### src/rtl/char_stream_feeder_pkg.sv
// char_stream_feeder_pkg: shared character constants and the case-fold helper
//   FILL_DEFAULT            byte shown on char_out while starved
//   ASCII_UP_LO/ASCII_UP_HI uppercase range 'A'..'Z'
//   CASE_BIT                bit that separates upper from lower case
//   fold_char()             maps 'A'..'Z' to lowercase, passes other bytes through
package char_stream_feeder_pkg;
    localparam logic [7:0] FILL_DEFAULT = 8'h00;
    localparam logic [7:0] ASCII_UP_LO  = 8'h41;
    localparam logic [7:0] ASCII_UP_HI  = 8'h5A;
    localparam logic [7:0] CASE_BIT     = 8'h20;
    function automatic logic [7:0] fold_char(input logic [7:0] b);
        return (b >= ASCII_UP_LO && b <= ASCII_UP_HI) ? (b | CASE_BIT) : b;
    endfunction
endpackage

### src/rtl/char_stream_feeder_fifo.sv
// char_stream_feeder_fifo: synchronous byte FIFO with flush
//   clk, rst_n  clock, asynchronous active-low reset
//   clr         synchronous flush, overrides push and pop
//   push, din   write request and byte (dropped when full)
//   pop, dout   read request and current head byte (ignored when empty)
//   full, empty occupancy flags taken from level
//   level       current occupancy, 0..DEPTH
module char_stream_feeder_fifo #(
    parameter int DEPTH = 8,
    localparam int AW = $clog2(DEPTH)
) (
    input  logic        clk,
    input  logic        rst_n,
    input  logic        clr,
    input  logic        push,
    input  logic [7:0]  din,
    input  logic        pop,
    output logic [7:0]  dout,
    output logic        full,
    output logic        empty,
    output logic [AW:0] level
);
    logic [7:0]    mem [DEPTH];
    logic [AW-1:0] wr_ptr, rd_ptr;
    logic          do_push, do_pop;
    // Pointers alone cannot tell full from empty, so the flags come from level.
    assign full    = level == (AW+1)'(DEPTH);
    assign empty   = level == '0;
    assign do_push = push && !full;
    assign do_pop  = pop && !empty;
    assign dout    = mem[rd_ptr];
    always_ff @(posedge clk or negedge rst_n) begin
        if (!rst_n) begin
            wr_ptr <= '0;
            rd_ptr <= '0;
            level  <= '0;
        end else if (clr) begin
            wr_ptr <= '0;
            rd_ptr <= '0;
            level  <= '0;
        end else begin
            if (do_push) wr_ptr <= wr_ptr + 1'b1;
            if (do_pop) rd_ptr <= rd_ptr + 1'b1;
            level <= level + (AW+1)'(do_push) - (AW+1)'(do_pop);
        end
    end
    // Storage needs no reset: an entry is only read after it has been written.
    always_ff @(posedge clk) begin
        if (do_push && !clr) mem[wr_ptr] <= din;
    end
endmodule

### src/rtl/char_stream_feeder.sv
// char_stream_feeder: buffers producer bytes and presents one character per clock to the matcher
//   clk, rst_n  clock, asynchronous active-low reset
//   clr         synchronous flush of FIFO and output register
//   in_valid, in_data, in_ready  producer handshake (in_ready = not full)
//   hold        freezes char_out/char_vld and the FIFO head
//   char_out    character to the matcher, FILL_CHAR when starved
//   char_vld    char_out carries real data
//   level       FIFO occupancy
module char_stream_feeder
    import char_stream_feeder_pkg::*;
#(
    parameter int         DEPTH     = 8,
    parameter logic [7:0] FILL_CHAR = FILL_DEFAULT,
    parameter bit         FOLD_CASE = 1'b1
) (
    input  logic                   clk,
    input  logic                   rst_n,
    input  logic                   clr,
    input  logic                   in_valid,
    input  logic [7:0]             in_data,
    output logic                   in_ready,
    input  logic                   hold,
    output logic [7:0]             char_out,
    output logic                   char_vld,
    output logic [$clog2(DEPTH):0] level
);
    logic [7:0] din, head;
    logic       full, empty;
    // Folding at write time keeps the output path a plain register.
    assign din      = FOLD_CASE ? fold_char(in_data) : in_data;
    assign in_ready = !full;
    char_stream_feeder_fifo #(.DEPTH(DEPTH)) u_fifo (
        .clk   (clk),
        .rst_n (rst_n),
        .clr   (clr),
        .push  (in_valid),
        .din   (din),
        .pop   (!hold),
        .dout  (head),
        .full  (full),
        .empty (empty),
        .level (level)
    );
    always_ff @(posedge clk or negedge rst_n) begin
        if (!rst_n) begin
            char_out <= FILL_CHAR;
            char_vld <= 1'b0;
        end else if (clr) begin
            char_out <= FILL_CHAR;
            char_vld <= 1'b0;
        end else if (!hold) begin
            // A starved cycle shows FILL_CHAR so a partial match downstream breaks.
            char_out <= empty ? FILL_CHAR : head;
            char_vld <= !empty;
        end
    end
endmodule
### config.mk
export PLATFORM = sky130hd
export DESIGN_NAME = char_stream_feeder
export DESIGN_NICKNAME = d
export VERILOG_FILES = /design/src/rtl/char_stream_feeder_pkg.sv /design/src/rtl/char_stream_feeder_fifo.sv /design/src/rtl/char_stream_feeder.sv
export SDC_FILE = /design/constraint.sdc
export NUM_CORES = 1
export LEC_CHECK = 0
export BUFFER_PORTS_ARGS = -buffer_cell sky130_fd_sc_hd__buf_2
export CAP_MARGIN = 15
export CORE_MARGIN = 8
export CORE_UTILIZATION = 63
export DETAILED_ROUTE_END_ITERATION = 12
export PLACE_DENSITY_LB_ADDON = 0.1
export SYNTH_ARGS = -nofsm -noshare
export SYNTH_HDL_FRONTEND = slang
export SYNTH_SLANG_ARGS = --single-unit
### constraint.sdc
create_clock -name clk -period 5.4 [get_ports clk]
set_clock_uncertainty 0.05 [all_clocks]
set_input_delay 1.35 -clock clk [delete_from_list [all_inputs] [get_ports clk]]
set_output_delay 1.35 -clock clk [all_outputs]
set_load 0.05 [all_outputs]
==> After elaboration in Yosys (flattened, before gate mapping) <==
Memories as Yosys holds them, arrays and structs flattened.
Index checks and enable logic that the tools add are counted.
W data, S select, Z words.
{ "word_totals": {"input_bits": 13, "elab_cells": 38, "ramBits": 64, "n_memories": 1, "output_inout_bits": 14, "register_bits": 19} }
{ "mem_list": {"columns": ["memory", "words", "width", "rd", "rd_ports_with_merged_regs", "wr", "line_no", "rtl"], "rows": [
  ["u_fifo.mem", 8, 8, 1, 0, 1, "char_stream_feeder_fifo.sv:23", "logic [7:0] mem [DEPTH];"]
]} }
{ "op_classes": {"n_eq_ne": 2, "reduce_logical": 11, "n_mux": 13, "n_addsub": 4, "magnitude_cmp": 2} }
{ "op_table": {"columns": ["op", "count"], "rows": [
  ["$mux W8", 3],
  ["$mux W3", 4],
  ["$ge A8 B7 Y1 const B", 1],
  ["$le A8 B7 Y1 const B", 1],
  ["$add A3 B1 Y3 const B", 2],
  ["$mux W6", 1],
  ["$add A4 B1 Y4", 1],
  ["$eq A4 B4 Y1 const B", 1],
  ["$logic_and A1 B1 Y1", 4],
  ["$logic_not A1 Y1", 4],
  ["$logic_not A4 Y1", 1],
  ["$mux W1", 4],
  ["$mux W4", 1],
  ["$reduce_bool A2 Y1", 2],
  ["$sub A4 B1 Y4", 1],
  ["$ne A2 B2 Y1 const B", 1]
]} }

==> Depth between registers and ports, before layout <==
{ "logic_depth": {"ltp_word": 6, "mapped_depth": 11, "depth_no_buf": 11} }

==> Cells and area by module <==
From an unflattened synthesis, not the netlist that was laid out.
{ "unflattened": {"hier_cells": 216, "hier_area_um2": 3574.7} }
{ "modules_own_cells": {"columns": ["module", "instances", "area_per_inst_um2", "seq_area_each_um2", "cells_each"], "rows": [
  ["char_stream_feeder_fifo", 1, 3141.8, 2172.1, 167],
  ["char_stream_feeder", 1, 432.9, 225.2, 49]
]} }

==> Worst setup path after synthesis <==
No wires, ideal clock.
{ "synth_timing": {"kind": "reg-to-output", "start": "reg u_fifo.level[2]", "end": "out in_ready", "t_required_ns": 4.000, "path_slack_ns": 2.353, "stages_incl_launch_ff": 5, "n_path_buf": 1, "arrival_time_ns": 1.647, "cell_sequence": "dfrtp_1 -> inv_1 -> ha_1 -> or3b_1 -> clkbuf_1"} }
{ "synth_via": {"elab_chain_len": 2} }
{ "synth_lines": {"columns": ["element", "line_no", "rtl"], "rows": [
  ["start, declared", "char_stream_feeder_fifo.sv:21", "output logic [AW:0] level"],
  ["start signal, assigned", "char_stream_feeder_fifo.sv:44", "level <= level + (AW+1)'(do_push) - (AW+1)'(do_pop);"],
  ["$eq A4 B4 Y1", "char_stream_feeder_fifo.sv:27", "assign full = level == (AW+1)'(DEPTH);"],
  ["$logic_not A1 Y1", "char_stream_feeder.sv:31", "assign in_ready = !full;"],
  ["end, declared", "char_stream_feeder.sv:21", "output logic in_ready,"]
]} }
Every way passes these cells.

==> Final worst setup path <==
Ends and elaborated chain as after synthesis.

==> results_dict.tcl <==
set metrics [dict create \
    outcome "finished, final reports clean" \
    synth_cell_type_count 36 \
    p_seq_frac 0.477 \
    ys_seq_area_frac 0.689 \
    die_area_sq_um 8150 \
    clock_path_buffers 2 \
    die_h_um 90.3 \
    p_int_mw 1.11 \
    end_kind "output pin" \
    grt_usage 0.173 \
    clock_latency_ps 340 \
    powerDensity_nw_per_um2 433 \
    die_w_um 90.3 \
    grt_max_degree 29 \
    drcViolationCount 0 \
    final.min_clock_period_ps 3100 \
    vias_per_cell 5.92 \
    rows 27 \
    grt-busiest-layer "met2" \
    use_met2 0.293 \
    drt_pre_antenna_iters 6 \
    grt_pass1_vias 2021 \
    hold-worst-slack_ps 432 \
    hold_viol 0 \
    vias 1929 \
    grt_use_met1 0.203 \
    p_switching_mw 0.548 \
    ff_latch_area_sq_um 2400 \
    antenna_left 0 \
    finalPower_mw 1.66 \
    setup_viol 0 \
    gp_congestion 0.816 \
    io_buffers 26 \
    n_antenna_cell 0 \
    fin_crit_sh 0.574 \
    combPwrFrac 0.288 \
    max_slew_margin 0.420 \
    syn_nets 241 \
    crit_arrival_ps 1700 \
    switching_share 0.330 \
    path_class "flop to output pin" \
    initial_utilization 0.643 \
    p_leak_nw 1.43 \
    drive_gt1_frac 0.232 \
    cp_max_fo 6 \
    finalSetupTns_ps 0 \
    timing.rr.end "u_fifo.level[2]" \
    grt_pass1_wl_um 10700 \
    cp-endpoint "in_ready" \
    htree_num_levels 3 \
    postCtsSetupBuffers 0 \
    gr-total-overflow 0 \
    core_sq_um 5410 \
    worstPathRequired_ps 4000 \
    ctsResizeCount 0 \
    r2r-start "u_fifo.level[2]" \
    fmax_ghz 0.322 \
    rsz0062_at_grt "no" \
    dr.first_iter.drc_count 163 \
    synth_top_area_frac 0.553 \
    start_kind "flop" \
    synth_warnings 0 \
    synth_seq_cells 83 \
    synth.area.top_cells "edfxtp_1 55%, dfrtp_1 14%, mux4_1 5.3%, mux2_2 4.5%, ha_1 2.9%" \
    clkTransAtPathRegs_ps 80 \
    power_frac_clock 0.235 \
    grt_antenna_before_repair 0 \
    vdd_drop_max_uv 312 \
    cts_root_buf "clkbuf_8" \
    synth_largest_area_cell "edfxtp_1" \
    syn_inst 219 \
    fin_nets 271 \
    cts-hold-fix-buffers 0 \
    area_growth_pct 10.4 \
    r2r_slack_ps 2810 \
    worst_pin_slew_ps 867 \
    cp-startpoint "u_fifo.level[2]" \
    avgSynthCellArea_sq_um 15.9 \
    cts_buffers 9 \
    routedWlPerCell_um 20.4 \
    dp_hpwl_um 4510 \
    nFillCells 373 \
    ios 27 \
    drv_slew 0 \
    clock-sinks 83 \
    met3_usage 0.0457 \
    cap_viol_max_count 0 \
    multiInputGateArea_sq_um 985 \
    rr_worst_depth 10 \
    hold_path_class "flop to flop" \
    synth_area_sq_um 3480 \
    cts_tree "built" \
    drt_wl_total_um 6660 \
]
## worst min-delay path by stage
stage | start | end | slack [ps] | cells after the start
6_report | char_out[2] | char_out[2] | 430 | 2
5_1_grt | char_out[2] | char_out[2] | 450 | 2
4_1_cts | char_out[2] | char_out[2] | 430 | 2
3_5_place_dp | char_out[2] | char_out[2] | 420 | 2
3_3_place_gp | char_out[7] | char_out[7] | 410 | 2
2_1_floorplan | u_fifo.wr_ptr[0] | u_fifo.wr_ptr[0] | 490 | 2
## power by group through the flow
stage / combinational, mW / clock, mW / sequential (mW)
2_1_floorplan: 0.296 / 0 / 0.872
3_3_place_gp: 0.422 / 0 / 0.819
6_report: 0.478 / 0.391 / 0.793
3_5_place_dp: 0.442 / 0 / 0.826
4_1_cts: 0.443 / 0.396 / 0.811
5_1_grt: 0.518 / 0.424 / 0.800
## synth_stat cells
| cell type | number |
|---|---|
| edfxtp_1 | 64 |
| nor3b_1 | 2 |
| mux4_1 | 7 |
| buf_6 | 1 |
| dfrtp_1 | 19 |
| or3_1 | 1 |
| fa_1 | 1 |
| buf_4 | 1 |
| mux4_2 | 1 |
| xnor2_1 | 4 |
| nand3_1 | 2 |
| mux2_2 | 14 |
| ha_1 | 8 |
| buf_1 | 1 |
| or3b_1 | 1 |
| o31ai_1 | 7 |
| nand4b_1 | 1 |
| o41ai_2 | 1 |
| nand2b_1 | 4 |
| a21oi_1 | 5 |
| clkbuf_1 | 3 |
| nor2b_1 | 5 |
| nor3_1 | 2 |
| inv_1 | 7 |
| o21ai_0 | 1 |
| or4_1 | 1 |
| nand4bb_1 | 1 |
| o21bai_1 | 1 |
| nand2_1 | 14 |
| o22ai_1 | 8 |
| buf_2 | 3 |
| a211oi_1 | 2 |
| buf_12 | 1 |
| nor2_1 | 22 |
| a21o_1 | 1 |
| xor2_1 | 2 |
## cells by family after synthesis
| kind of cell | share of synthesized area |
|---|---|
| flops | 0.689 |
| simple gates | 0.0774 |
| xor+xnor | 0.0151 |
| buf+inv | 0.0273 |
| fa+ha+maj | 0.0345 |
| compound gates | 0.0515 |
| mux | 0.105 |
## critical path: stages (launching register included)
cell,delay [ps]
dfrtp_1,380
inv_1,100
ha_1,150
or3b_1,460
buf_2,260
## final cells by class
type / instances / share of cell area
repair buffers: 29 / 0.0443
well taps: 72 / 0.0235
flip-flops and latches: 83 / 0.624
multi-input cells: 119 / 0.256
inverters: 7 / 0.00684
clock inverters: 4 / 0.00684
clock buffers: 12 / 0.0378
## routing by layer
metal | share of wire | vias up
met3 | 0.056 | 7
met2 | 0.52 | 67
met1 | 0.41 | 970
li1 | - | 885
met5 | 0 | -
met4 | 0.012 | 0
## per-stage QoR
step	instances	util	setup WS, ps	area [sq um]
after global placement	307	0.671	2280	3630
after CTS	323	0.703	2290	3800
final	326	0.710	2300	3840
after detailed placement	307	0.671	2120	3630
after floorplan	219	-	2350	3480
after global routing	326	0.710	2220	3840
## flip-flops by register name, summed over array words and instances, names as in the netlist
| name | count |
|---|---|
| u_fifo.mem | 64 |
| char_out | 8 |
| u_fifo.level | 4 |
| u_fifo.rd_ptr | 3 |
| u_fifo.wr_ptr | 3 |
| char_vld | 1 |
## cells in the final DEF, fill, tap and decap left out, types with 4 or more instances in the layout
master and count:
inv_1 7, nand2_1 14, ha_1 8, edfxtp_1 64
o22ai_1 8, clkbuf_8 10, nor2_1 22, nand2b_1 4
a21oi_1 5, nor2b_1 5, xnor2_1 4, o31ai_1 7
mux2_2 14, mux4_1 7, dfrtp_1 19, buf_2 27
(Power assumes the default switching activity.)
